`src/rtl/mac_pkg.sv`:
```
// Shared types and sizing helpers for the matrix-multiply MAC sequencer.
// Optional build macro used by mac_seq_ctrl: MAC_SEQ_CTRL_PERF_EN.
package mac_pkg;

   typedef enum logic [2:0] {
      ST_IDLE    = 3'd0,
      ST_LOAD    = 3'd1,
      ST_COMPUTE = 3'd2,
      ST_DRAIN   = 3'd3,
      ST_READOUT = 3'd4,
      ST_DONE    = 3'd5
   } mac_state_t;

   // Address width that never collapses to zero bits for single-element buffers.
   function automatic int unsigned aw(input int unsigned n);
      return (n < 2) ? 32'd1 : 32'($clog2(n));
   endfunction

   localparam int unsigned PM_DEF = 4;
   localparam int unsigned PK_DEF = 4;
   localparam int unsigned PN_DEF = 4;

   localparam int unsigned A_N = PM_DEF * PK_DEF;
   localparam int unsigned B_N = PK_DEF * PN_DEF;
   localparam int unsigned C_N = PM_DEF * PN_DEF;

   localparam int unsigned A_AW = aw(A_N);
   localparam int unsigned B_AW = aw(B_N);
   localparam int unsigned C_AW = aw(C_N);

endpackage

```
`src/rtl/mac_idx_counter.sv`:
```
// Nested i/j/k loop counter for the MAC sequencer; k is innermost, i outermost.
module mac_idx_counter
   import mac_pkg::*;
#(
   parameter int unsigned PM = 4,
   parameter int unsigned PK = 4,
   parameter int unsigned PN = 4
) (
   input  logic               clk,
   input  logic               rstn,
   input  logic               clear,
   input  logic               advance,
   output logic [aw(PM)-1:0]  i,
   output logic [aw(PN)-1:0]  j,
   output logic [aw(PK)-1:0]  k,
   output logic               first,
   output logic               last_k,
   output logic               last_all
);

   localparam int unsigned IW = aw(PM);
   localparam int unsigned JW = aw(PN);
   localparam int unsigned KW = aw(PK);

   logic last_j;
   logic last_i;

   assign first    = (k == '0);
   assign last_k   = (32'(k) == PK - 1);
   assign last_j   = (32'(j) == PN - 1);
   assign last_i   = (32'(i) == PM - 1);
   assign last_all = last_k & last_j & last_i;

   always_ff @(posedge clk or negedge rstn) begin
      if (!rstn) begin
         i <= '0;
         j <= '0;
         k <= '0;
      end else if (clear) begin
         i <= '0;
         j <= '0;
         k <= '0;
      end else if (advance) begin
         if (last_k) begin
            k <= '0;
            if (last_j) begin
               j <= '0;
               i <= last_i ? '0 : i + IW'(1);
            end else begin
               j <= j + JW'(1);
            end
         end else begin
            k <= k + KW'(1);
         end
      end
   end

endmodule

```
`src/rtl/mac_seq_ctrl.sv`:
```
// Sequencer for C = A*B on the MAC datapath: load, issue i/j/k reads, write back C, read out.
// Optional cycle counter output is built only with MAC_SEQ_CTRL_PERF_EN defined.
module mac_seq_ctrl
   import mac_pkg::*;
#(
   parameter int unsigned PM      = 4,
   parameter int unsigned PK      = 4,
   parameter int unsigned PN      = 4,
   parameter int unsigned MAC_LAT = 1
) (
   input  logic                  clk,
   input  logic                  rstn,
   input  logic                  start,
   output logic                  busy,
   output logic                  done,
   output logic                  a_b_we,
   output logic                  a_b_re,
   output logic [aw(PM*PK)-1:0]  a_addr,
   output logic [aw(PK*PN)-1:0]  b_addr,
   output logic                  mac_en,
   output logic                  mac_first,
   output logic                  c_we,
   output logic [aw(PM*PN)-1:0]  c_addr,
   output logic                  c_re,
   output mac_state_t            dbg_state
`ifdef MAC_SEQ_CTRL_PERF_EN
   ,
   output logic [31:0]           cycle_cnt
`endif
);

   localparam int unsigned AAW = aw(PM*PK);
   localparam int unsigned BAW = aw(PK*PN);
   localparam int unsigned CAW = aw(PM*PN);

   localparam logic [2:0] IDLE    = ST_IDLE;
   localparam logic [2:0] LOAD    = ST_LOAD;
   localparam logic [2:0] COMPUTE = ST_COMPUTE;
   localparam logic [2:0] DRAIN   = ST_DRAIN;
   localparam logic [2:0] READOUT = ST_READOUT;
   localparam logic [2:0] DONE    = ST_DONE;

   logic [2:0]          state;
   logic [aw(PM)-1:0]   ci;
   logic [aw(PN)-1:0]   cj;
   logic [aw(PK)-1:0]   ck;
   logic                cnt_first, cnt_last_k, cnt_last_all;
   logic                issue, issue_last, iss_first, iss_last_k, pend;
   logic [CAW-1:0]      iss_cidx;
   logic [MAC_LAT:0]    pipe_v;
   logic [CAW-1:0]      pipe_idx [MAC_LAT+1];

   assign dbg_state = mac_state_t'(state);
   assign issue     = (state == LOAD) || (state == COMPUTE && !issue_last);

   mac_idx_counter #(.PM(PM), .PK(PK), .PN(PN)) u_idx (
      .clk      (clk),
      .rstn     (rstn),
      .clear    (state == IDLE),
      .advance  (issue),
      .i        (ci),
      .j        (cj),
      .k        (ck),
      .first    (cnt_first),
      .last_k   (cnt_last_k),
      .last_all (cnt_last_all)
   );

   // start is a level request with no handshake: it is honoured only in IDLE, never queued.
   always_ff @(posedge clk or negedge rstn) begin
      if (!rstn) begin
         state      <= IDLE;
         busy       <= 1'b0;
         done       <= 1'b0;
         a_b_we     <= 1'b0;
         a_b_re     <= 1'b0;
         c_re       <= 1'b0;
         a_addr     <= '0;
         b_addr     <= '0;
         iss_first  <= 1'b0;
         iss_last_k <= 1'b0;
         iss_cidx   <= '0;
         issue_last <= 1'b0;
      end else begin
         a_b_we <= 1'b0;
         a_b_re <= 1'b0;
         c_re   <= 1'b0;
         done   <= 1'b0;
         if (issue) begin
            a_b_re     <= 1'b1;
            a_addr     <= AAW'(32'(ci) * PK + 32'(ck));
            b_addr     <= BAW'(32'(ck) * PN + 32'(cj));
            iss_cidx   <= CAW'(32'(ci) * PN + 32'(cj));
            iss_first  <= cnt_first;
            iss_last_k <= cnt_last_k;
            issue_last <= cnt_last_all;
         end
         case (state)
            IDLE: begin
               if (start) begin
                  state  <= LOAD;
                  a_b_we <= 1'b1;
                  busy   <= 1'b1;
               end
            end
            LOAD:    state <= COMPUTE;
            COMPUTE: if (issue_last) state <= DRAIN;
            DRAIN: begin
               if (!pend) begin
                  c_re  <= 1'b1;
                  state <= READOUT;
               end
            end
            READOUT: begin
               done  <= 1'b1;
               state <= DONE;
            end
            DONE: begin
               busy  <= 1'b0;
               state <= IDLE;
            end
            default: begin
               busy  <= 1'b0;
               state <= IDLE;
            end
         endcase
      end
   end

   // Stage 0 lines up with mac_en; the write fires when the entry reaches stage MAC_LAT.
   always_ff @(posedge clk or negedge rstn) begin
      if (!rstn) begin
         mac_en    <= 1'b0;
         mac_first <= 1'b0;
         pipe_v    <= '0;
         for (int s = 0; s <= MAC_LAT; s++) pipe_idx[s] <= '0;
      end else begin
         mac_en      <= a_b_re;
         mac_first   <= a_b_re & iss_first;
         pipe_v      <= {pipe_v[MAC_LAT-1:0], a_b_re & iss_last_k};
         pipe_idx[0] <= iss_cidx;
         for (int s = 1; s <= MAC_LAT; s++) pipe_idx[s] <= pipe_idx[s-1];
      end
   end

   always_comb begin
      pend = 1'b0;
      for (int s = 0; s < MAC_LAT; s++) pend = pend | pipe_v[s];
   end

   assign c_we   = pipe_v[MAC_LAT];
   assign c_addr = pipe_idx[MAC_LAT];

`ifdef MAC_SEQ_CTRL_PERF_EN
   always_ff @(posedge clk or negedge rstn) begin
      if (!rstn) begin
         cycle_cnt <= '0;
      end else if (state == IDLE && start) begin
         cycle_cnt <= '0;
      end else if (busy && cycle_cnt != '1) begin
         cycle_cnt <= cycle_cnt + 32'd1;
      end
   end
`endif

endmodule

```
`config.mk`:
```
export PLATFORM = sky130hd
export DESIGN_NAME = mac_seq_ctrl
export DESIGN_NICKNAME = d
export VERILOG_FILES = /design/src/rtl/mac_pkg.sv /design/src/rtl/mac_idx_counter.sv /design/src/rtl/mac_seq_ctrl.sv
export SDC_FILE = /design/constraint.sdc
export NUM_CORES = 1
export LEC_CHECK = 0
export BUFFER_PORTS_ARGS = -buffer_cell sky130_fd_sc_hd__buf_2
export CAP_MARGIN = 25
export CORE_ASPECT_RATIO = 0.9
export CORE_UTILIZATION = 55
export CTS_CLUSTER_SIZE = 14
export DETAILED_ROUTE_END_ITERATION = 7
export GPL_TIMING_DRIVEN = 1
export HOLD_SLACK_MARGIN = 0.12
export PLACE_DENSITY = 0.79
export SLEW_MARGIN = 20
export SYNTH_ARGS = -nofsm -noshare
export SYNTH_HDL_FRONTEND = slang
export SYNTH_HIERARCHICAL = 1
export SYNTH_SLANG_ARGS = --single-unit
export TNS_END_PERCENT = 1
```
`constraint.sdc`:
```
create_clock -name clk -period 4.99 [get_ports clk]
set_input_delay 0.998 -clock clk [delete_from_list [all_inputs] [get_ports clk]]
set_output_delay 0.998 -clock clk [all_outputs]
set_load 0.02 [all_outputs]
```
* Word level (Yosys, flattened, before mapping)
Cells that the tools add are included.
Word-level totals: flip-flop bits (word level) 41, output and inout bits 23
Cells by class: add/subtract/negate cells 6, equal/unequal tests 10, muxes and demuxes 24, bitwise logic cells 5, reductions and logical operators 13
Operators by type and width (count):
- 2-to-1 mux 2 bit | 12
- one-hot mux 3 bit (5 select lines) | 1
- adder 4 x 2 -> 4 bit | 3
- 2-to-1 mux 3 bit | 3
- 2-to-1 mux 1 bit | 7
- adder 2 x 1 -> 2 bit, second input constant | 3
- == test 2 bit, second input constant | 3
- == test 3 x 2 -> 1 bit, second input constant | 2
- != test 2 bit, second input constant | 3
- AND reduction 3 bit | 2
- nonzero test 2 bit | 3
- bitwise AND 1 bit | 4
- AND reduction 2 bit | 2
- OR reduction 4 bit | 1
- == test 3 x 1 -> 1 bit, second input constant | 1
- == test 3 bit, second input constant | 1
- logical NOT 3 bit | 1
- logical NOT 2 bit | 1
- one-hot mux 1 bit (2 select lines) | 1
- logical AND 1 bit | 1
- logical NOT 1 bit | 1
- logical OR 1 bit | 1
- inverter 1 bit | 1

* Depth between registers and ports, before layout
Gate-level depths: netlist of the first run.
word-level depth 6, gate-level depth with buffers 7, depth with buffers taken out 5

* By module
Netlist of the first run, hierarchy kept.
Modules (own cells, without submodules):
- mac_seq_ctrl | times used 1, cells each 71, area an instance 1034.7 um^2, sequential area each 725.7 um^2
- mac_idx_counter | times used 1, cells each 32, area an instance 369.1 um^2, sequential area each 150.1 um^2

* Worst setup path before layout of the first run
OpenSTA, ideal clock, no wires.
path kind register to register, from register state[1], in the netlist dbg_state[1], to register u_idx.i[0], data arrival time 1.632 ns, setup slack 3.232 ns, stages on the path, launching flop included 7, buffers on the path 2, period minus slack after synthesis 1.758 ns, path through dfrtp_1 > buf_2 > o211ai_4 > inv_1 > buf_6 > and3_4 > mux2_4
On the way: longest elaborated chain between the ends 5, elaborated cells on any way between the ends 10, those cells by class eq/ne: 2; mux: 1; reduce/logical: 7
Ends and longest elaborated chain:
- from (decl) | line mac_seq_ctrl.sv:43 | logic [2:0] state;
- from (signal assigned) | line mac_seq_ctrl.sv:72 | state <= IDLE;
- from (signal assigned) | line mac_seq_ctrl.sv:101 | state <= LOAD;
- from (signal assigned) | line mac_seq_ctrl.sv:106 | LOAD: state <= COMPUTE;
- == test 3 x 2 -> 1 bit | line mac_seq_ctrl.sv:54 | assign issue = (state == LOAD) || (state == COMPUTE && !issue_last);
- logical AND 1 bit | line mac_seq_ctrl.sv:54
- logical OR 1 bit * | line mac_seq_ctrl.sv:54
- net issue | line mac_seq_ctrl.sv:48 | logic issue, issue_last, iss_first, iss_last_k, pend;
- nonzero test 2 bit (no source line) *
- AND reduction 3 bit (no source line) *
- to (signal assigned) | line mac_idx_counter.sv:48 | i <= last_i ? '0 : i + IW'(1);
- to (decl) | line mac_idx_counter.sv:13 | output logic [aw(PM)-1:0] i,
Mark *: on every way through the listed nets, which the timed path passes. The rest lies on a longest branch. A chain may end at the register's enable or synchronous reset.

* Final worst setup path of the first run
from register state[0], in the netlist dbg_state[0], to output port dbg_state[0]
RTL lines:
- to (decl) | line mac_seq_ctrl.sv:25 | output mac_state_t dbg_state
No word-level cell between the ends.

==> flow_summary_export.csv, run 1 <==
group,metric,value,unit
place,placed_area,1490,sq um
critical_path,startpoint_type,"register",
place,io_buffers,25,
routing,first_pass_iters,4,
critical_path,worstPathArrival,1.16,ns
synthesis,synthAdderAreaFrac,3.57,%
cells_and_area,final_area,1560,sq um
synthesis,seq_area_frac_synth,62.4,%
critical_path,path_max_fanout,10,
timing,rsz0062_at_grt,"no",
min_path,hp-start,"pipe_idx[5]",
timing,relSlewSlack,36.1,%
floorplan,die_height,49.9,um
global_route,overflow,0,
min_path,hold-path-cell-count,0,
synthesis,synth_edf_count,0,
critical_path,max_stage_delay,0.58,ns
routing,vias,838,
critical_path,path_buf_inv,1,
timing,fmax,0.464,GHz
min_path,hold_path.class,"reg2reg",
routing,wire_per_inst,13.6,um
cells_and_area,area_delta_synth_final,11.3,%
critical_path,reg2reg_to,"u_idx/i[0]",
floorplan,die_area,2760,sq um
cts,cts_root_buf,"clkbuf_4",
cts,clock_path_buffers,2,
cts,cts_setup_buffers,0,
routing,drt-initial-drc-count,18,
global_route,grt_max_degree,36,
place,dpl.cell_count,146,
critical_path,cp_slowest_cell,"dfrtp_1",
critical_path,end_kind,"output pin",
synthesis,muxShareOfSynthArea,9.63,%
cells_and_area,drive_above_1_share,38.6,%
timing,tightest_slew,0.950,ns
routing,via_per_inst,5.44,
timing,fin_crit,2.15,ns
floorplan,start_util,61.5,%
cells_and_area,mostFrequentLayoutCells,"dfrtp_1 (35), buf_2 (25), mux2_2 (8), nor3_1 (5), clkbuf_4 (5)",
cts,cts.sink_count,35,
cells_and_area,fin_nets,133,
synthesis,postSynthAreaPerCell,13.6,sq um
synthesis,synthArstFlopShare,100,%
power_and_ir_drop,power,0.000463,W
cts,clock_latency,0.34,ns
place,hpwl,1.45,mm
synthesis,synth.distinct_cells,29,
synthesis,synth_fp_nets,110,
cts,cts_made_buffers,5,
synthesis,synth_compound_area_share,7.04,%
synthesis,synth_ff_type,"dfrtp_1",
timing,maxSlewViolCount,0,
cells_and_area,diodes,0,
power_and_ir_drop,ir_drop,210,uV
critical_path,crit_chain,"buf_2",
critical_path,reg2reg_from,"dbg_state[1]",
critical_path,r2r_cells,3,
run_status,status,"completed",
synthesis,synth-seq-cells,35,
critical_path,required,3.99,ns
power_and_ir_drop,leakage,0.735,nW
global_route,antenna_found_initial,0,
floorplan,io_pins,26,
synthesis,syn_inst,103,
synthesis,synth_xor_area_share,0.624,%
global_route,grt_usage,17.5,%
synthesis,yosysWarnings,6,
timing,setup_viol,0,
routing,finalWirelength,2.09,mm
critical_path,r2r_slack,3.11,ns
routing,ant_nets,0,
cts,cts_resized,0,
cts,cts_tree,"yes",
routing,drc,0,
timing,hold_viol,0,
synthesis,synth_area,1400,sq um
cells_and_area,layout.cells.non_filler,154,
run,cap_violations,0,
power_and_ir_drop,p_per_area,297,nW/um^2
global_route,grt_pass1_wl,3.54,mm
floorplan,coreArea,2280,sq um
floorplan,num_rows,16,
place,place.gp.congestion,0.885,
critical_path,path_delay_family,"flip-flops",
global_route,grt_pass1_vias,784,
critical_path,startpoint,"dbg_state[0]",
critical_path,critPathKind,"reg2out",
critical_path,cp.depth,1,
timing,min_period_over_period,43.2,%
cells_and_area,final_common_cell,"dfrtp_1",
timing,fin_setup_tns,0,ns
synthesis,synth_top_family_by_area,"simple AND/OR/NAND/NOR gates",
cts,cts_hold_buffers,0,
synthesis,synthSimpleGateAreaFrac,10.5,%
cts,clk_pin_slew,0.10,ns
timing,final.setup_skew,0.00668,ns
cts,htree_levels,2,
floorplan,die_x,55.3,um
min_path,hold_end,"c_addr[1]",
[synth_stat cells (2+ instances only)]
master | count | area [sq um]
nor2_1 | 4 | 15.0
nand2_1 | 4 | 15.0
o21ai_0 | 3 | 15.0
mux2i_1 | 3 | 30.0
nand2b_1 | 3 | 18.8
a21bo_2 | 2 | 20.0
inv_1 | 4 | 15.0
a21oi_1 | 3 | 15.0
dfrtp_1 | 35 | 876
nor3_1 | 5 | 25.0
ha_1 | 4 | 50.1
mux2_2 | 8 | 90.1
and2_1 | 3 | 18.8
buf_4 | 6 | 45.0
buf_6 | 2 | 22.5
[where the power goes]
group / total, W / switching [W] / internal [W] / leakage [nW]
clock network: 0.000174 / 0.0000919 / 0.0000823 / 0.0375
logic: 0.00000581 / 0.00000524 / 0.000000577 / 0.291
registers: 0.000283 / 0 / 0.000283 / 0.406
[stage by stage]
| step | hold WS [ns] | setup slack [ns] | util (%) |
|---|---|---|---|
| final | 0.357 | 2.84 | 68.5 |
| after CTS | 0.359 | 2.82 | 68.5 |
| after global routing | 0.371 | 2.75 | 68.5 |
| after detailed placement | 0.335 | 3.12 | 65.3 |
| after global placement | 0.334 | 3.19 | 65.3 |
| after floorplan | 0.331 | 3.23 | - |
[layer usage]
layer	global-route usage (%)	wire [um]	part of all wire, %
met1	21.5	917	44
met3	5.51	122	5.8
met2	26.3	982	47
met5	0	0	0
met4	12.5	66	3.2
[how the worst max path moves through the flow]
stage	endpoint	slack, ns
5_1_grt	dbg_state[0]	2.75
6_report	dbg_state[0]	2.84
2_1_floorplan	u_idx/i[0]	3.23
3_3_place_gp	u_idx/i[0]	3.19
4_1_cts	dbg_state[0]	2.82
3_5_place_dp	u_idx/i[0]	3.12
[flip-flops by register name (all words and copies together) (netlist names), 2 cells and up]
register   cells
dbg_state      3
u_idx/k        2
b_addr         2
u_idx/i        2
pipe_idx       4
c_addr         4
pipe_v         2
u_idx/j        2
a_addr         3
[area by class of cell]
cell class              count  area, sq um
fillers                   165          719
inverters                   4         15.0
multi-input cells          55          440
repair buffers             25          125
flip-flops and latches     35          876
clock inverters             1         7.51
clock buffers               7         65.1
well taps                  27         33.8
[cells by family after synthesis]
family          after synthesis
flops                        35
fa+ha+maj                     4
mux                          12
compound gates               12
simple gates                 26
buf+inv                      13
xor+xnor                      1
Power figures use the tool's default switching activity.
==> run 2: changes to the inputs <==
Settings changed: CORE_UTILIZATION 55 to 53, PLACE_DENSITY 0.79 to 0.77.
Clock period 4.99 ns to 2.2 ns, I/O delays scaled along.
==> flow_summary_export.csv, run 2 (same netlist as run 1, synthesis figures left out) <==
group,metric,value,unit
place,io_buffers,25,
global_route,grt_usage,18.8,%
cts,cts_resized,0,
run_status,status,"completed",
cells_and_area,final_common_cell,"dfrtp_1",
timing,fin_setup_tns,0,ns
power_and_ir_drop,switching_power,0.000221,W
floorplan,die_area,2860,sq um
power_and_ir_drop,p_sw_share,19.5,%
cells_and_area,drive_above_1_share,39.1,%
cts,clock_path_buffers,2,
timing,maxSlewViolCount,0,
timing,relSlewSlack,50.7,%
floorplan,num_rows,17,
timing,min_period_over_period,84.5,%
cells_and_area,regArea,876,sq um
routing,finalWirelength,2.28,mm
timing,rsz0062_at_grt,"no",
routing,ant_nets,0,
global_route,overflow,0,
timing,hold_viol,0,
place,pre_cts_slack,0.348,ns
place,hpwl,1.61,mm
routing,wire_per_inst,14.6,um
global_route,grt_pass1_wl,3.82,mm
critical_path,reg2reg_to,"u_idx/i[0]",
global_route,grt_max_degree,36,
cts,cts_root_buf,"clkbuf_4",
cells_and_area,final_area,1590,sq um
power_and_ir_drop,pwr-share-clk,42.1,%
cts,cts_tree,"yes",
cells_and_area,area_delta_synth_final,12.9,%
cells_and_area,diodes,0,
cts,cts.sink_count,35,
cts,cts_made_buffers,5,
cts,htree_levels,2,
floorplan,die_x,56.3,um
power_and_ir_drop,p_per_area,715,nW/um^2
critical_path,path_max_fanout,10,
cts,cts_setup_buffers,0,
power_and_ir_drop,pwr-share-comb,1.2,%
timing,tightest_slew,0.739,ns
critical_path,critPathKind,"reg2reg",
timing,fin_crit,1.86,ns
cts,clk_pin_slew,0.10,ns
floorplan,start_util,56.4,%
run,cap_violations,0,
global_route,grt_pass1_vias,813,
global_route,antenna_found_initial,0,
routing,first_pass_iters,4,
place,place.gp.congestion,0.793,
cells_and_area,fillers,197,
cells_and_area,fin_nets,134,
critical_path,startpoint,"dbg_state[0]",
cells_and_area,mostFrequentLayoutCells,"dfrtp_1 (35), buf_2 (25), mux2_2 (8), nor3_1 (5), clkbuf_4 (5)",
power_and_ir_drop,ir_drop,634,uV
power_and_ir_drop,leakage,0.751,nW
min_path,hold_path.class,"in2async",
timing,layout_setup_ws,0.342,ns
power_and_ir_drop,power_report.internal_total,0.000913,W
routing,drc,0,
cts,cts_hold_buffers,0,
timing,final.setup_skew,0.00325,ns
power_and_ir_drop,power,0.00113,W
critical_path,worstPathArrival,2.09,ns
timing,fmax,0.538,GHz
routing,via_per_inst,5.24,
floorplan,io_pins,26,
critical_path,r2r_slack,0.34,ns
routing,drt-initial-drc-count,14,
critical_path,end_kind,"register",
critical_path,startpoint_type,"register",
place,placed_area,1500,sq um
power_and_ir_drop,seqPwrFrac,56.7,%
timing,setup_viol,0,
cts,clock_latency,0.33,ns
critical_path,reg2reg_from,"dbg_state[0]",
routing,vias,818,
floorplan,coreArea,2490,sq um
critical_path,r2r_cells,5,
cells_and_area,multiInputGateArea,440,sq um
critical_path,required,2.43,ns
floorplan,die_height,50.8,um
## run 2: worst max-delay path by stage
stage / endpoint / depth (start not counted)
floorplan: u_idx/i[0] / 6
global placement: u_idx/i[0] / 5
detailed placement: u_idx/i[0] / 5
CTS: u_idx/i[0] / 5
global route: u_idx/i[0] / 5
finish: u_idx/i[0] / 5
## run 2: per-stage QoR
stage	utilization [%]	cells	hold slack [ns]
3_5_place_dp	60.2	148	0.344
6_report	63.7	156	0.156
3_3_place_gp	60.2	148	0.336
5_1_grt	63.7	156	0.207
4_1_cts	63.7	156	0.174
2_1_floorplan	-	103	0.144
## run 2: worst max-delay path, stage by stage, from the launching register on
cell and delay [ns]:
dfrtp_1 0.53, o21ai_2 0.25, o211ai_4 0.18, inv_1 0.25, and3_4 0.24, mux2_4 0.29
## run 2: power groups by stage
stage | logic [W] | registers, W | clock network (W)
4_1_cts | 0.0000145 | 0.000643 | 0.000487
3_5_place_dp | 0.0000144 | 0.000656 | 0
3_3_place_gp | 0.0000138 | 0.000656 | 0
2_1_floorplan | 0.0000000353 | 0.000656 | 0
5_1_grt | 0.0000167 | 0.000643 | 0.000518
6_report | 0.0000135 | 0.000643 | 0.000477
## run 2: cell type report
type	instances	share of cell area (%)
clock inverters	2	2.21
inverters	4	0.947
repair buffers	26	8.37
clock buffers	6	3.24
well taps	28	2.21
flip-flops and latches	35	55.2
multi-input cells	55	27.8
## run 2: routing by layer
metal | up-vias | GRT usage (%) | part of all wire (%)
li1 | 387 | - | -
met5 | - | 0 | 0
met2 | 23 | 29.8 | 51
met3 | 2 | 7.59 | 4.8
met1 | 406 | 22.4 | 44
met4 | 0 | 9.76 | 1.0
==> run 3: changes to the inputs <==
Settings changed: CORE_UTILIZATION 53 to 48, PLACE_DENSITY 0.77 to 0.73.
Clock period 2.2 ns to 1.6 ns, I/O delays scaled along.
==> flow_summary_export.csv, run 3 (same netlist as run 1, synthesis figures left out) <==
group,metric,value,unit
run_status,status,"completed",
power_and_ir_drop,seqPwrFrac,65.1,%
cts,cts_tree,"yes",
floorplan,io_pins,26,
cts,cts_resized,0,
global_route,overflow,0,
cells_and_area,diodes,0,
cells_and_area,area_delta_synth_final,16.4,%
power_and_ir_drop,power_report.internal_total,0.00106,W
critical_path,path_max_fanout,9,
timing,tightest_slew,0.263,ns
power_and_ir_drop,pwr-share-comb,1.9,%
critical_path,max_stage_delay,0.44,ns
cts,cts_setup_buffers,0,
routing,via_per_inst,4.88,
cells_and_area,final_common_cell,"dfrtp_1",
critical_path,critPathKind,"reg2reg",
run,cap_violations,0,
routing,vias,845,
cts,cts_root_buf,"clkbuf_4",
critical_path,end_kind,"register",
timing,fin_crit,1.50,ns
routing,drc,0,
cts,cts_hold_buffers,1,
routing,wire_per_inst,12.9,um
cells_and_area,final_area,1630,sq um
timing,min_period_over_period,93.5,%
routing,finalWirelength,2.23,mm
power_and_ir_drop,leakage,0.768,nW
critical_path,cp_slowest_cell,"dfrtp_1",
global_route,grt_max_degree,36,
timing,fmax,0.668,GHz
critical_path,crit_chain,"o21ai_4 -> o211ai_4 -> inv_2 -> and3_4 -> mux2_4",
min_path,hold_path.class,"in2reg",
place,placed_area,1570,sq um
cts,cts.sink_count,35,
cells_and_area,drive_above_1_share,43.6,%
power_and_ir_drop,p_sw_share,22.2,%
critical_path,worstPathArrival,1.73,ns
floorplan,coreArea,2770,sq um
floorplan,die_x,59.0,um
routing,ant_nets,0,
timing,rsz0062_at_grt,"no",
routing,first_pass_iters,5,
cells_and_area,mostFrequentLayoutCells,"dfrtp_1 (33), buf_2 (25), mux2_2 (8), clkbuf_4 (5)",
global_route,grt_pass1_wl,3.53,mm
critical_path,required,1.83,ns
global_route,grt_pass1_vias,792,
global_route,antenna_found_initial,0,
cts,clock_path_buffers,2,
power_and_ir_drop,pwr-share-clk,32.9,%
timing,hold_viol,0,
floorplan,start_util,50.7,%
power_and_ir_drop,p_per_area,831,nW/um^2
cts,clk_pin_slew,0.10,ns
cts,htree_levels,2,
cts,clock_latency,0.34,ns
power_and_ir_drop,switching_power,0.000302,W
timing,final.setup_skew,0.00956,ns
floorplan,die_height,53.3,um
place,hpwl,1.58,mm
place,io_buffers,25,
critical_path,path_delay_family,"flip-flops",
timing,relSlewSlack,82.4,%
timing,maxSlewViolCount,0,
routing,drt-initial-drc-count,17,
timing,setup_viol,0,
cells_and_area,fin_nets,139,
power_and_ir_drop,ir_drop,400,uV
power_and_ir_drop,power,0.00136,W
floorplan,die_area,3150,sq um
critical_path,startpoint_type,"register",
cts,cts_made_buffers,5,
place,place.gp.congestion,0.743,
timing,fin_setup_tns,0,ns
critical_path,path_buf_inv,1,
global_route,grt_usage,16.2,%
floorplan,num_rows,18,
[run 3: changes by cell type in the layout (fill, tap and decap cells not counted), moves of 2 or more]
cell / delta
clkinv_2: +2
dfrtp_1: -2
buf_4: +3
dfrtp_2: +2
[run 3: area by class of cell]
type | instances | area [sq um]
Inverter | 4 | 15.0
Timing Repair Buffer | 31 | 185
Tap cell | 40 | 50.0
Sequential cell | 35 | 878
Fill cell | 240 | 1140
Clock inverter | 3 | 15.0
Clock buffer | 5 | 37.5
Multi-Input combinational cell | 55 | 453
[run 3: power groups by stage]
stage	sequential, W	combinational [W]	clock (W)
2_1_floorplan	0.000902	0.0000000484	0
3_3_place_gp	0.000901	0.0000254	0
3_5_place_dp	0.000901	0.0000259	0
4_1_cts	0.000884	0.0000278	0.000467
5_1_grt	0.000884	0.0000308	0.000513
6_report	0.000884	0.0000264	0.000447
[run 3: layer usage]
layer	up-vias	GRT usage, %	part of all wire [%]
li1	400	-	-
met1	423	19.0	46
met2	16	25.6	48
met3	6	7.33	3.6
met4	0	7.14	1.8
met5	-	0	0
[run 3: through the flow]
step	hold WS (ns)	util [%]	cells	worst slack, ns
after floorplan	0.0244	-	103	-0.0698
after global placement	0.288	56.7	164	0.180
after detailed placement	0.292	56.7	164	0.125
after CTS	0.208	59.0	173	0.111
after global routing	0.200	59.0	173	0.0727
final	0.221	59.0	173	0.103
[run 3: path summary, 6_finish.rpt]
check | from | end | slack (ns) | cells past startpoint
worst max-delay path | issue_last | u_idx/i[0] | 0.10 | 5
worst min-delay path | start | a_b_we | 0.22 | 2
worst max register to register | issue_last | u_idx/i[0] | 0.10 | 5
worst min register to register | pipe_idx[6] | c_addr[2] | 0.35 | 0
max in group asynchronous | rstn | dbg_state[0] | 0.95 | 3
min in group asynchronous | rstn | dbg_state[1] | 0.46 | 3
